==> src/rtl/lock_pkg.sv <==
// Shared types and defaults for the lock arbiter and related ship-logic arbiters.
package lock_pkg;

   typedef enum logic [1:0] {
      StIdle     = 2'd0,
      StLocked   = 2'd1,
      StCooldown = 2'd2
   } lock_state_e;

   localparam int unsigned DefaultTimeout  = 8;
   localparam int unsigned DefaultCooldown = 2;

   function automatic int unsigned max_u(input int unsigned a, input int unsigned b);
      return (a > b) ? a : b;
   endfunction

endpackage

==> src/rtl/rr_pick.sv <==
// Combinational round-robin picker: first set request scanning upward from
// the slot after last_owner, wrapping around.
module rr_pick #(
   parameter int unsigned N_REQ = 4,
   parameter int unsigned OW    = $clog2(N_REQ)
) (
   input  logic [N_REQ-1:0] req,
   input  logic [OW-1:0]    last_owner,
   output logic [OW-1:0]    winner,
   output logic             valid
);

   int unsigned idx;

   always_comb begin
      winner = '0;
      valid  = 1'b0;
      idx    = 0;
      // Distance N_REQ lands back on last_owner, so it has lowest priority.
      for (int unsigned d = 1; d <= N_REQ; d++) begin
         idx = (32'(last_owner) + d) % N_REQ;
         if (!valid && req[idx[OW-1:0]]) begin
            valid  = 1'b1;
            winner = idx[OW-1:0];
         end
      end
   end

endmodule

==> src/rtl/lock_arbiter.sv <==
// Round-robin arbiter for a single latched lock with hold timeout and
// mandatory cooldown between locks.
module lock_arbiter
   import lock_pkg::*;
#(
   parameter int unsigned N_REQ    = 4,
   parameter int unsigned TIMEOUT  = DefaultTimeout,
   parameter int unsigned COOLDOWN = DefaultCooldown
) (
   input  logic                     pclk,
   input  logic                     rst,
   input  logic [N_REQ-1:0]         req,
   input  logic [N_REQ-1:0]         rel,
   output logic [N_REQ-1:0]         grant,
   output logic [$clog2(N_REQ)-1:0] owner,
   output logic                     locked_out,
   output logic                     timeout_pulse
);

   localparam int unsigned OW       = $clog2(N_REQ);
   localparam int unsigned TimerMax = max_u(TIMEOUT, COOLDOWN);
   localparam int unsigned TW       = $clog2(TimerMax + 1);

   localparam logic [TW-1:0] ToLast = TW'((TIMEOUT == 0) ? 0 : TIMEOUT - 1);
   localparam logic [TW-1:0] CdLast = TW'(COOLDOWN - 1);
   localparam bit            ToEn   = (TIMEOUT != 0);

   lock_state_e      state_q, state_d;
   logic [TW-1:0]    timer_q, timer_d;
   logic [N_REQ-1:0] grant_q, grant_d;
   logic [OW-1:0]    owner_q, owner_d;
   logic [OW-1:0]    ptr_q, ptr_d;
   logic             locked_q, locked_d;
   logic             pulse_q, pulse_d;

   logic [OW-1:0]    pick_winner;
   logic             pick_valid;

   rr_pick #(
      .N_REQ (N_REQ),
      .OW    (OW)
   ) u_rr_pick (
      .req        (req),
      .last_owner (ptr_q),
      .winner     (pick_winner),
      .valid      (pick_valid)
   );

   always_comb begin
      state_d  = state_q;
      timer_d  = timer_q + 1'b1;
      grant_d  = grant_q;
      owner_d  = owner_q;
      ptr_d    = ptr_q;
      locked_d = locked_q;
      pulse_d  = 1'b0;

      case (state_q)
         StIdle: begin
            grant_d  = '0;
            locked_d = 1'b0;
            timer_d  = '0;
            if (pick_valid) begin
               grant_d  = N_REQ'(1) << pick_winner;
               owner_d  = pick_winner;
               ptr_d    = pick_winner;
               locked_d = 1'b1;
               state_d  = StLocked;
            end
         end

         StLocked: begin
            // Release wins over a coincident timeout, so no pulse in that case.
            if (rel[owner_q]) begin
               grant_d  = '0;
               locked_d = 1'b0;
               timer_d  = '0;
               state_d  = StCooldown;
            end else if (ToEn && (timer_q == ToLast)) begin
               grant_d  = '0;
               locked_d = 1'b0;
               timer_d  = '0;
               pulse_d  = 1'b1;
               state_d  = StCooldown;
            end
         end

         StCooldown: begin
            grant_d  = '0;
            locked_d = 1'b0;
            if (timer_q == CdLast) begin
               timer_d = '0;
               state_d = StIdle;
            end
         end

         default: begin
            grant_d  = '0;
            locked_d = 1'b0;
            timer_d  = '0;
            state_d  = StIdle;
         end
      endcase
   end

   always_ff @(posedge pclk) begin
      if (!rst) begin
         state_q  <= StIdle;
         timer_q  <= '0;
         grant_q  <= '0;
         owner_q  <= '0;
         ptr_q    <= OW'(N_REQ - 1);
         locked_q <= 1'b0;
         pulse_q  <= 1'b0;
      end else begin
         state_q  <= state_d;
         timer_q  <= timer_d;
         grant_q  <= grant_d;
         owner_q  <= owner_d;
         ptr_q    <= ptr_d;
         locked_q <= locked_d;
         pulse_q  <= pulse_d;
      end
   end

   assign grant         = grant_q;
   assign owner         = owner_q;
   assign locked_out    = locked_q;
   assign timeout_pulse = pulse_q;

endmodule

==> config.mk <==
export PLATFORM = sky130hd
export DESIGN_NAME = lock_arbiter
export DESIGN_NICKNAME = d
export VERILOG_FILES = /design/src/rtl/lock_pkg.sv /design/src/rtl/rr_pick.sv /design/src/rtl/lock_arbiter.sv
export SDC_FILE = /design/constraint.sdc
export NUM_CORES = 1
export LEC_CHECK = 0
export BUFFER_PORTS_ARGS = -buffer_cell sky130_fd_sc_hd__buf_2
export CORE_MARGIN = 4
export CORE_UTILIZATION = 52
export CTS_CLUSTER_DIAMETER = 80
export DETAILED_ROUTE_END_ITERATION = 8
export PLACE_DENSITY_LB_ADDON = 0.05
export SLEW_MARGIN = 15
export SYNTH_ARGS = -nofsm -noshare
export SYNTH_HDL_FRONTEND = slang
export SYNTH_SLANG_ARGS = --single-unit
==> constraint.sdc <==
create_clock -name pclk -period 2.1 [get_ports pclk]
set_input_delay 0.105 -clock pclk [delete_from_list [all_inputs] [get_ports pclk]]
set_output_delay 0.105 -clock pclk [all_outputs]
set_load 0.02 [all_outputs]
# Yosys cells after proc, flatten, opt, wreduce, memory -nomap -nowiden

Index checks and enable logic that the tools add are counted.

Logic and storage cells: 73
Bits of input ports: 10
Bits in registers: 16
Output and inout port bits: 8

Reductions and logical operators: 10
Mux-type cells: 36
Shifts and indexed selects: 1
$add $sub $neg: 5
Bitwise gates (word level): 2
$lt $le $gt $ge: 5
Equal/unequal tests: 7

Operators by type and width:

| cell                | count |
|---|---|
| $mux 4              | 6 |
| $mux 2              | 8 |
| $pmux 4 s2          | 2 |
| $lt 2x3->1 const B  | 5 |
| $mux 1              | 13 |
| $bmux 1 s2          | 5 |
| $pmux 2 s3          | 1 |
| $add 2x1->2 const B | 2 |
| $add 2x2->2 const B | 2 |
| $add 4x1->4 const B | 1 |
| $eq 4x1->1 const B  | 1 |
| $eq 4x3->1 const B  | 1 |
| $ne 2x2->1 const B  | 2 |
| $shl 1x2->4 const A | 1 |
| $logic_and 1x1->1   | 3 |
| $logic_not 1->1     | 3 |
| $ne 3x3->1 const B  | 1 |
| $reduce_and 3->1    | 1 |
| $reduce_or 3->1     | 1 |
| $eq 2x1->1 const B  | 1 |
| $eq 2x2->1 const B  | 1 |
| $logic_not 2->1     | 1 |
| $not 1->1           | 2 |
| $pmux 1 s2          | 1 |
| $reduce_and 2->1    | 1 |

# Longest topological paths before layout

Gate-level depths: netlist of run 1.

Word-level depth: 16
Gate-level depth with buffers: 6
Mapped depth without buffers: 6

# Hierarchy

From an unflattened synthesis of run 1, not the netlist that was laid out.

Cell total of the unflattened synthesis: 98
Area, all modules: 850.8 um2

Modules (own cells, without submodules):

| module       | cells an instance | sequential area each (um2) | times used | area an instance (um2) |
|---|---|---|---|---|
| lock_arbiter | 84                | 320.3                      | 1          | 759.5 |
| rr_pick      | 14                | 0.0                        | 1          | 91.3 |

# Worst setup path after synthesis of run 1

No wires, ideal clock.

Path type: reg2reg
From: register owner_q[0] (netlist: owner[0])
To: register state_q[0]
Clock period less this slack: 1,529 ps
Buffers on the path: 0
Cell stages (with the launch flop): 5
Library setup time: 86 ps
Data arrival time: 1,442 ps
Path slack: 571 ps
Data required time: 2,014 ps
Cells stage by stage: dfxtp_1 mux2_2 o22ai_4 a21oi_1 a221oi_2

Cells in the longest elaborated chain, start to end: 4
Elaborated cells on any way between the ends: 6
Those cells by class: eq/ne (1); mux (4); reduce/logical (1)

Ends and longest elaborated chain:

| item                                                     | line                | RTL |
|---|---|---|
| start: declaration                                       | lock_arbiter.sv:31  | `logic [OW-1:0] owner_q, owner_d;` |
| start signal: assignment                                 | lock_arbiter.sv:119 | `owner_q <= owner_d;` |
| $bmux 1 s2 (*)                                           | lock_arbiter.sv:74  | `if (rel[owner_q]) begin` |
| $mux 1 (not written as such) (*)                         | lock_arbiter.sv:74  |  |
| $ne 3x3->1 (no line) or $mux 2 (tied branches)           | --                  |  |
| $reduce_and 3->1 (no line) or $pmux 2 s3 (tied branches) | --                  |  |
| end signal: assignment                                   | lock_arbiter.sv:108 | `state_q <= StIdle;` |
| end signal: assignment                                   | lock_arbiter.sv:116 | `state_q <= state_d;` |
| end: declaration                                         | lock_arbiter.sv:28  | `lock_state_e state_q, state_d;` |

Mark *: on every way between the ends. The rest lies on a longest branch, timed or not. The select of a mux whose other input is x is not followed.
A chain may end at the register's enable or synchronous reset.

# Final worst setup path of run 1

From: register timer_q[0]
To: register state_q[0]

Cells in the longest elaborated chain, start to end: 3
Elaborated cells on any way between the ends: 5
Those cells by class: eq/ne (4); reduce/logical (1)

Ends and longest elaborated chain:

| item                                               | line                                   | RTL |
|---|---|---|
| start: declaration                                 | lock_arbiter.sv:29                     | `logic [TW-1:0] timer_q, timer_d;` |
| start signal: assignment                           | lock_arbiter.sv:117                    | `timer_q <= timer_d;` |
| $eq 4x3->1 or $eq 4x1->1 (tied branches)           | lock_arbiter.sv:79, lock_arbiter.sv:91 |  |
| $ne 3x3->1 (no line) or $ne 2x2->1 (tied branches) | --                                     |  |
| $reduce_and 3->1 (no line) (*)                     | --                                     |  |

Mark *: on every way between the ends. The rest lies on a longest branch, timed or not.

==> results of run 1 <==
## routing by layer
layer | up-vias | track usage | routed length (µm)
met4 | 0 | 0.05381 | 26
met3 | 2 | 0.02752 | 60
met1 | 312 | 0.1781 | 787
met2 | 14 | 0.2391 | 722
li1 | 398 | - | -
met5 | - | 0 | 0
## layout by cell type (no fill, tap or decap), types with 4 or more instances in the layout
master    Yosys  final
a21oi_1       4      4
buf_2         1     17
dfxtp_1      16     16
ha_1          5      5
inv_1         5      5
nand2_1      12     12
nand2b_1      5      5
nor2_1        9      9
nor3_1        6      6
o21ai_1       5      5
## worst register-to-register path: cells and delay by family (launching register included)
kind                       cells  cell delay (ns)
and+or+nand+nor                2             0.39
AOI/OAI and AO/OA              2             0.52
adders and majority gates      1             0.19
DFF                            1             0.38
## cells by family (layout without fill, tap and decap cells)
group                    count (synthesis)  count (layout)  share of synthesized area
flip-flops                              16              16                     0.3673
multiplexers                             3               3                    0.04160
AO/OA/AOI/OAI                           24              24                     0.2224
adder cells (fa/ha/maj)                  5               5                    0.07174
XOR/XNOR                                 1               1                    0.01004
buffers and inverters                    7              27                    0.03156
AND/OR/NAND/NOR                         43              43                     0.2554
## flip-flops by register name, summed over array words and instances (netlist names)
signal and count:
ptr_q 2, owner 2, timer_q 4, timeout_pulse 1
locked_out 1, grant 4, state_q 2
## power by group
part           internal (mW)  switching (mW)
combinational          0.234           0.328
sequential             0.381          0.0539
clock                  0.106          0.0941
total                  0.720           0.476
## area by class of cell
class / instances / area, µm²
fill: 131 / 529.3
multi-input combinational: 76 / 524.3
sequential: 16 / 320.3
timing repair buffer: 18 / 92.59
clock buffer: 4 / 36.28
tap: 16 / 20.02
inverter: 5 / 18.77
## worst max-delay path by stage
| stage | start | slack (ns) | end |
|---|---|---|---|
| 5_1_grt | timer_q[0]$_SDFF_PN0_ | 0.33 | state_q[0]$_SDFFE_PN0P_ |
| 4_1_cts | timer_q[0]$_SDFF_PN0_ | 0.50 | state_q[0]$_SDFFE_PN0P_ |
| 3_5_place_dp | timer_q[0]$_SDFF_PN0_ | 0.51 | state_q[0]$_SDFFE_PN0P_ |
| 6_report | timer_q[0]$_SDFF_PN0_ | 0.50 | state_q[0]$_SDFFE_PN0P_ |
| 2_1_floorplan | owner[0]$_SDFFE_PN0P_ | 0.57 | state_q[0]$_SDFFE_PN0P_ |
| 3_3_place_gp | timer_q[0]$_SDFF_PN0_ | 0.56 | state_q[0]$_SDFFE_PN0P_ |
## through the flow
step | instances | total power, mW | area (µm²)
finish | 135 | 1.196 | 1012
floorplan | 99 | 0.8573 | 872.1
global placement | 131 | 1.005 | 975.9
detailed placement | 131 | 1.009 | 975.9
CTS | 135 | 1.214 | 1012
global route | 135 | 1.294 | 1012
==> out/metrics.cfg, run 1 <==
[worst_setup_path]
cp_num_buf_inv = 0
crit_chain = ha_1 -> nand2_2 -> or2_0 -> a21oi_1 -> a221oi_2
r2r-start = timer_q[0]$_SDFF_PN0_
slowest_delay_ns = 0.40
path_class = reg2reg
worstPathRequired_ns = 2.26
r2r_slack_ns = 0.50
arrival_ns = 1.77
critPathLaunchType = flop
cp.depth = 5
reg2reg_to = state_q[0]$_SDFFE_PN0P_
path_delay_family = compound AO/OA/AOI/OAI gates
cp-end-kind = flop
crit_path_max_fanout = 6
r2r_cells = 5
slowest_stage = a21oi_1

[cts]
post_cts_resized = 0
cts_setup_buffers = 0
cts_buffers = 3
insertion_delay_ns = 0.28
cts_tree = built
clockBufferDepth = 2
root_buffer = clkbuf_4
cts_hold_buf = 0
clock_sinks = 16
path_clk_slew_ns = 0.09
cts_max_level = 1

[synthesis]
synth_edf_count = 0
synth_top_flop_cell = dfxtp_1
ys_types = 34
yosys.area.top_type_share = 0.3673
yosysWarnings = 0
ys_seq_area_frac = 0.3673
syn_area_per_cell_um2 = 8.809
synth_area_leaders = dfxtp_1, ha_1, nand2_1
yosysMostFrequentCell = dfxtp_1
synth_common_cells = dfxtp_1, nand2_1, nor2_1
async_flop_share = 0
synth_seq_cells = 16
syn_nets = 114
synth_cells = 99
synth_area_um2 = 872.1
synth_area_leader_cell = dfxtp_1

[timing]
slew-limit-headroom = 0.7424
setup_viol = 0
drv_slew = 0
grt_setup_unrepaired = no
fin_crit_sh = 0.7631
hold_slack_ns = 0.1249
finalSetupTns_ns = 0
period_minus_slack_ns = 1.603
worst_slew_pin_slew_ns = 0.3865
setup_ws_ns = 0.4975
hold_violations = 0
finClkSkew_ns = 0.002953
max_clock_freq_mhz = 624.0

[hold_path]
min_path_cells = 2
hold_path_class = in2reg
worstHoldStart = rst
holdPathEnd = ptr_q[0]$_SDFFE_PN1P_

[floorplanning]
boundaryPins = 18
core.rowCount = 14
die-width_um = 48.95
initial_core_util = 0.5657
die-area_um2 = 2396
die_h_um = 48.95
core_area_um2 = 1541

[global_routing]
grt_pass1_vias = 645
grt_pass1_wl_um = 2766
grt_use_total = 0.1427
grt_antenna_before_repair = 0
grt_start_max_net_pins = 14
grt_overflow = 0

[placed_design]
dp_hpwl_um = 1339
numPortBuffers = 17
routabilityCongestion = 0.8174
pre_cts_ws_ns = 0.5065

[run_status]
status = complete, no violations

[pwr]
vdd_ir_drop_max_mv = 0.6107
p_per_area_nw_per_um2 = 1182
p_leak_nw = 0.4524

[detailed_routing]
drt_iter0_drc = 5
via_count = 726
drc = 0
drt_wl_total_um = 1597
ant_nets = 0
wire_per_inst_um = 11.83
vias_per_cell = 5.378
dr.pass1.iters = 4

[cells_and_area]
drive_above_1_share = 0.2521
syn_to_final_growth_pct = 16.07
final_util = 0.6567
nets = 135
n_antenna_cell = 0

[job]
drv_cap = 0

(Power assumes the default switching activity.)
==> inputs of run 2 (changes only) <==
--- a/config.mk
+++ b/config.mk
@@ -5,9 +5,10 @@
 export SDC_FILE = /design/constraint.sdc
 export NUM_CORES = 1
 export LEC_CHECK = 0
+export ABC_AREA = 1
 export BUFFER_PORTS_ARGS = -buffer_cell sky130_fd_sc_hd__buf_2
 export CORE_MARGIN = 4
-export CORE_UTILIZATION = 52
+export CORE_UTILIZATION = 53
 export CTS_CLUSTER_DIAMETER = 80
 export DETAILED_ROUTE_END_ITERATION = 8
 export PLACE_DENSITY_LB_ADDON = 0.05
==> constraint.sdc (replaced) <==
create_clock -name pclk -period 1.5 [get_ports pclk]
set_input_delay 0.075 -clock pclk [delete_from_list [all_inputs] [get_ports pclk]]
set_output_delay 0.075 -clock pclk [all_outputs]
set_load 0.02 [all_outputs]
==> out/metrics.cfg, run 2 <==
[synthesis]
synth_area_leader_cell = dfxtp_1
synth_edf_count = 0  ; unchanged
yosys.area.top_type_share = 0.3241  ; -0.04324
yosysMostFrequentCell = nand2_1
syn_area_per_cell_um2 = 6.724  ; -24%
synth_area_leaders = dfxtp_1, nand2_1, ha_1
synth_common_cells = nand2_1, dfxtp_1, inv_1
async_flop_share = 0  ; unchanged
synth_area_um2 = 988.4  ; +13%
synth_seq_cells = 16  ; unchanged
syn_nets = 162  ; +42%
ys_seq_area_frac = 0.3241  ; -0.04324
synth_top_flop_cell = dfxtp_1
synth_cells = 147  ; +48%
yosysWarnings = 0  ; unchanged
ys_types = 23  ; -32%

[placed_design]
detailed_place.area_um2 = 1124  ; +15%
pre_cts_ws_ns = -0.1493  ; -0.6558 ns
numPortBuffers = 17  ; unchanged
routabilityCongestion = 0.8281  ; +1.3%
post-place-cells = 192  ; +47%
dp_hpwl_um = 1642  ; +23%

[pwr]
vdd_ir_drop_max_mv = 1.432  ; +130%
power_mw = 3.022  ; +150%
pwr-share-comb = 0.672  ; +0.202
p_clk_frac = 0.097  ; -0.070
switching_share = 0.5104  ; +0.1121
p_leak_nw = 0.6447  ; +43%
p_sw_mw = 1.542  ; +220%
internal_power_mw = 1.480  ; +110%
pwr-share-seq = 0.231  ; -0.132
p_per_area_nw_per_um2 = 2327  ; +97%

[timing]
max_clock_freq_mhz = 645.1  ; +3.4%
slew-limit-headroom = 0.8303  ; +0.08800
fin_crit_sh = 1.033  ; +0.2703
period_minus_slack_ns = 1.550  ; -0.05237 ns
hold_slack_ns = 0.04414  ; -0.08072 ns
drv_slew = 0  ; unchanged
setup_viol = 8  ; +8
setup_ws_ns = -0.05015  ; -0.5476 ns
hold_violations = 0  ; unchanged
finClkSkew_ns = 0.006165  ; +0.003213 ns
grt_setup_unrepaired = yes
finalSetupTns_ns = -0.2140  ; -0.2140 ns
worst_slew_pin_slew_ns = 0.2529  ; -0.1336 ns

[detailed_routing]
vias_per_cell = 5.315  ; -1.2%
dr.pass1.iters = 4  ; unchanged
via_count = 1063  ; +46%
drt_wl_total_um = 2383  ; +49%
drt_iter0_drc = 36  ; +31
wire_per_inst_um = 11.92  ; +0.72%
ant_nets = 0  ; unchanged
drc = 0  ; unchanged

[cells_and_area]
fin_area_um2 = 1299  ; +28%
final_util = 0.7441  ; +0.08743
seqCellArea_um2 = 331.6  ; +3.5%
layout_common_cells = nand2_1, buf_2, inv_1, nand2_2, dfxtp_1
multi_input_area_um2 = 665.6  ; +27%
instances_no_fill = 200  ; +48%
n_antenna_cell = 0  ; unchanged
syn_to_final_growth_pct = 31.39
drive_above_1_share = 0.4000  ; +0.1479
nets = 191  ; +41%
final_common_cell = nand2_1
n_fill_cell = 136  ; +3.8%

[floorplanning]
boundaryPins = 18  ; unchanged
die_h_um = 51.19  ; +4.6%
die-area_um2 = 2620  ; +9.3%
core_area_um2 = 1745  ; +13%
die-width_um = 51.19  ; +4.6%
initial_core_util = 0.5663  ; about the same
core.rowCount = 15  ; +1

[worst_setup_path]
crit_path_max_fanout = 8  ; +2
path_class = reg2reg
cp-startpoint = ptr_q[0]$_SDFFE_PN1P_
cp-end-kind = flop
worstPathRequired_ns = 1.68  ; -0.58 ns
r2r-start = ptr_q[0]$_SDFFE_PN1P_
critPathLaunchType = flop
arrival_ns = 1.73  ; -0.04 ns

[global_routing]
grt_antenna_before_repair = 0  ; unchanged
top_usage_layer = met2
grt_overflow = 0  ; unchanged
grt_pass1_wl_um = 3560  ; +29%
grt_start_max_net_pins = 10  ; -4
grt_use_met1 = 0.2244  ; +0.04631
grt_pass1_vias = 869  ; +35%
grt_use_total = 0.1803  ; +0.03758
grt_util_met2 = 0.2811  ; +0.04199
use_met3 = 0.03790  ; +0.01038

[cts]
clockBufferDepth = 2  ; unchanged
clock_sinks = 16  ; unchanged
root_buffer = clkbuf_4
cts_max_level = 1  ; unchanged
path_clk_slew_ns = 0.10  ; about the same
cts_buffers = 3  ; unchanged
cts_tree = built
insertion_delay_ns = 0.29  ; about the same

[run_status]
violations = negative setup slack
status = finished with violations

[hold_path]
worstHoldStart = rst
hold_path_class = in2reg

[job]
drv_cap = 0  ; unchanged

-- run 2: layout make-up --
class,count,area share
Multi-Input combinational cell,111,0.5125
Sequential cell,16,0.2553
Tap cell,25,0.02408
Clock buffer,4,0.02794
Inverter,19,0.06262
Timing Repair Buffer,25,0.1175
-- run 2: worst paths after layout --
path,cells past startpoint,to,slack [ns]
worst max-delay path,11,ptr_q[0]$_SDFFE_PN1P_,-0.05
worst min-delay path,2,ptr_q[1]$_SDFFE_PN1P_,0.04
worst max register to register,11,ptr_q[0]$_SDFFE_PN1P_,-0.05
worst min register to register,2,grant[3]$_SDFFE_PN0P_,0.47
-- run 2: cell families after synthesis --
family                     after synthesis  share of synthesized area
xor gates and xnor gates                 1                   0.008862
buffers and inverters                   20                    0.08860
DFF                                     16                     0.3241
AOI/OAI and AO/OA                       17                    0.09366
adders and majority gates                5                    0.06329
and+or+nand+nor                         88                     0.4215
-- run 2: what timing repair did --
item,CTS,global route
setup buffers,0,4
hold buffers,0,0
hold endpoints to repair,0,0
pin swaps,0,14
setup endpoints to repair,10,11
resized for setup,3,32
-- run 2: worst max-delay path: stages, from the launching register on --
cell      delay, ns
dfxtp_4        0.43
inv_8          0.06
nand2_2        0.06
nand2_1        0.09
nand2_2        0.09
nand2_2        0.06
nor2_4         0.13
nand3_2        0.15
nand2_2        0.12
inv_2          0.06
nand3_1        0.09
o211ai_1       0.09
-- run 2: power by group through the flow --
stage	clock network, mW	logic (mW)	registers (mW)
floorplan	0	1.16	0.748
global placement	0	1.56	0.671
detailed placement	0	1.58	0.681
CTS	0.300	1.59	0.681
global route	0.321	2.24	0.727
finish	0.292	2.03	0.700
-- run 2: layer usage --
metal	vias up	wire, µm	share of wire
met5	-	0	0
met4	0	79	0.033
met3	14	153	0.064
met2	45	1127	0.47
met1	477	1022	0.43
li1	527	-	-
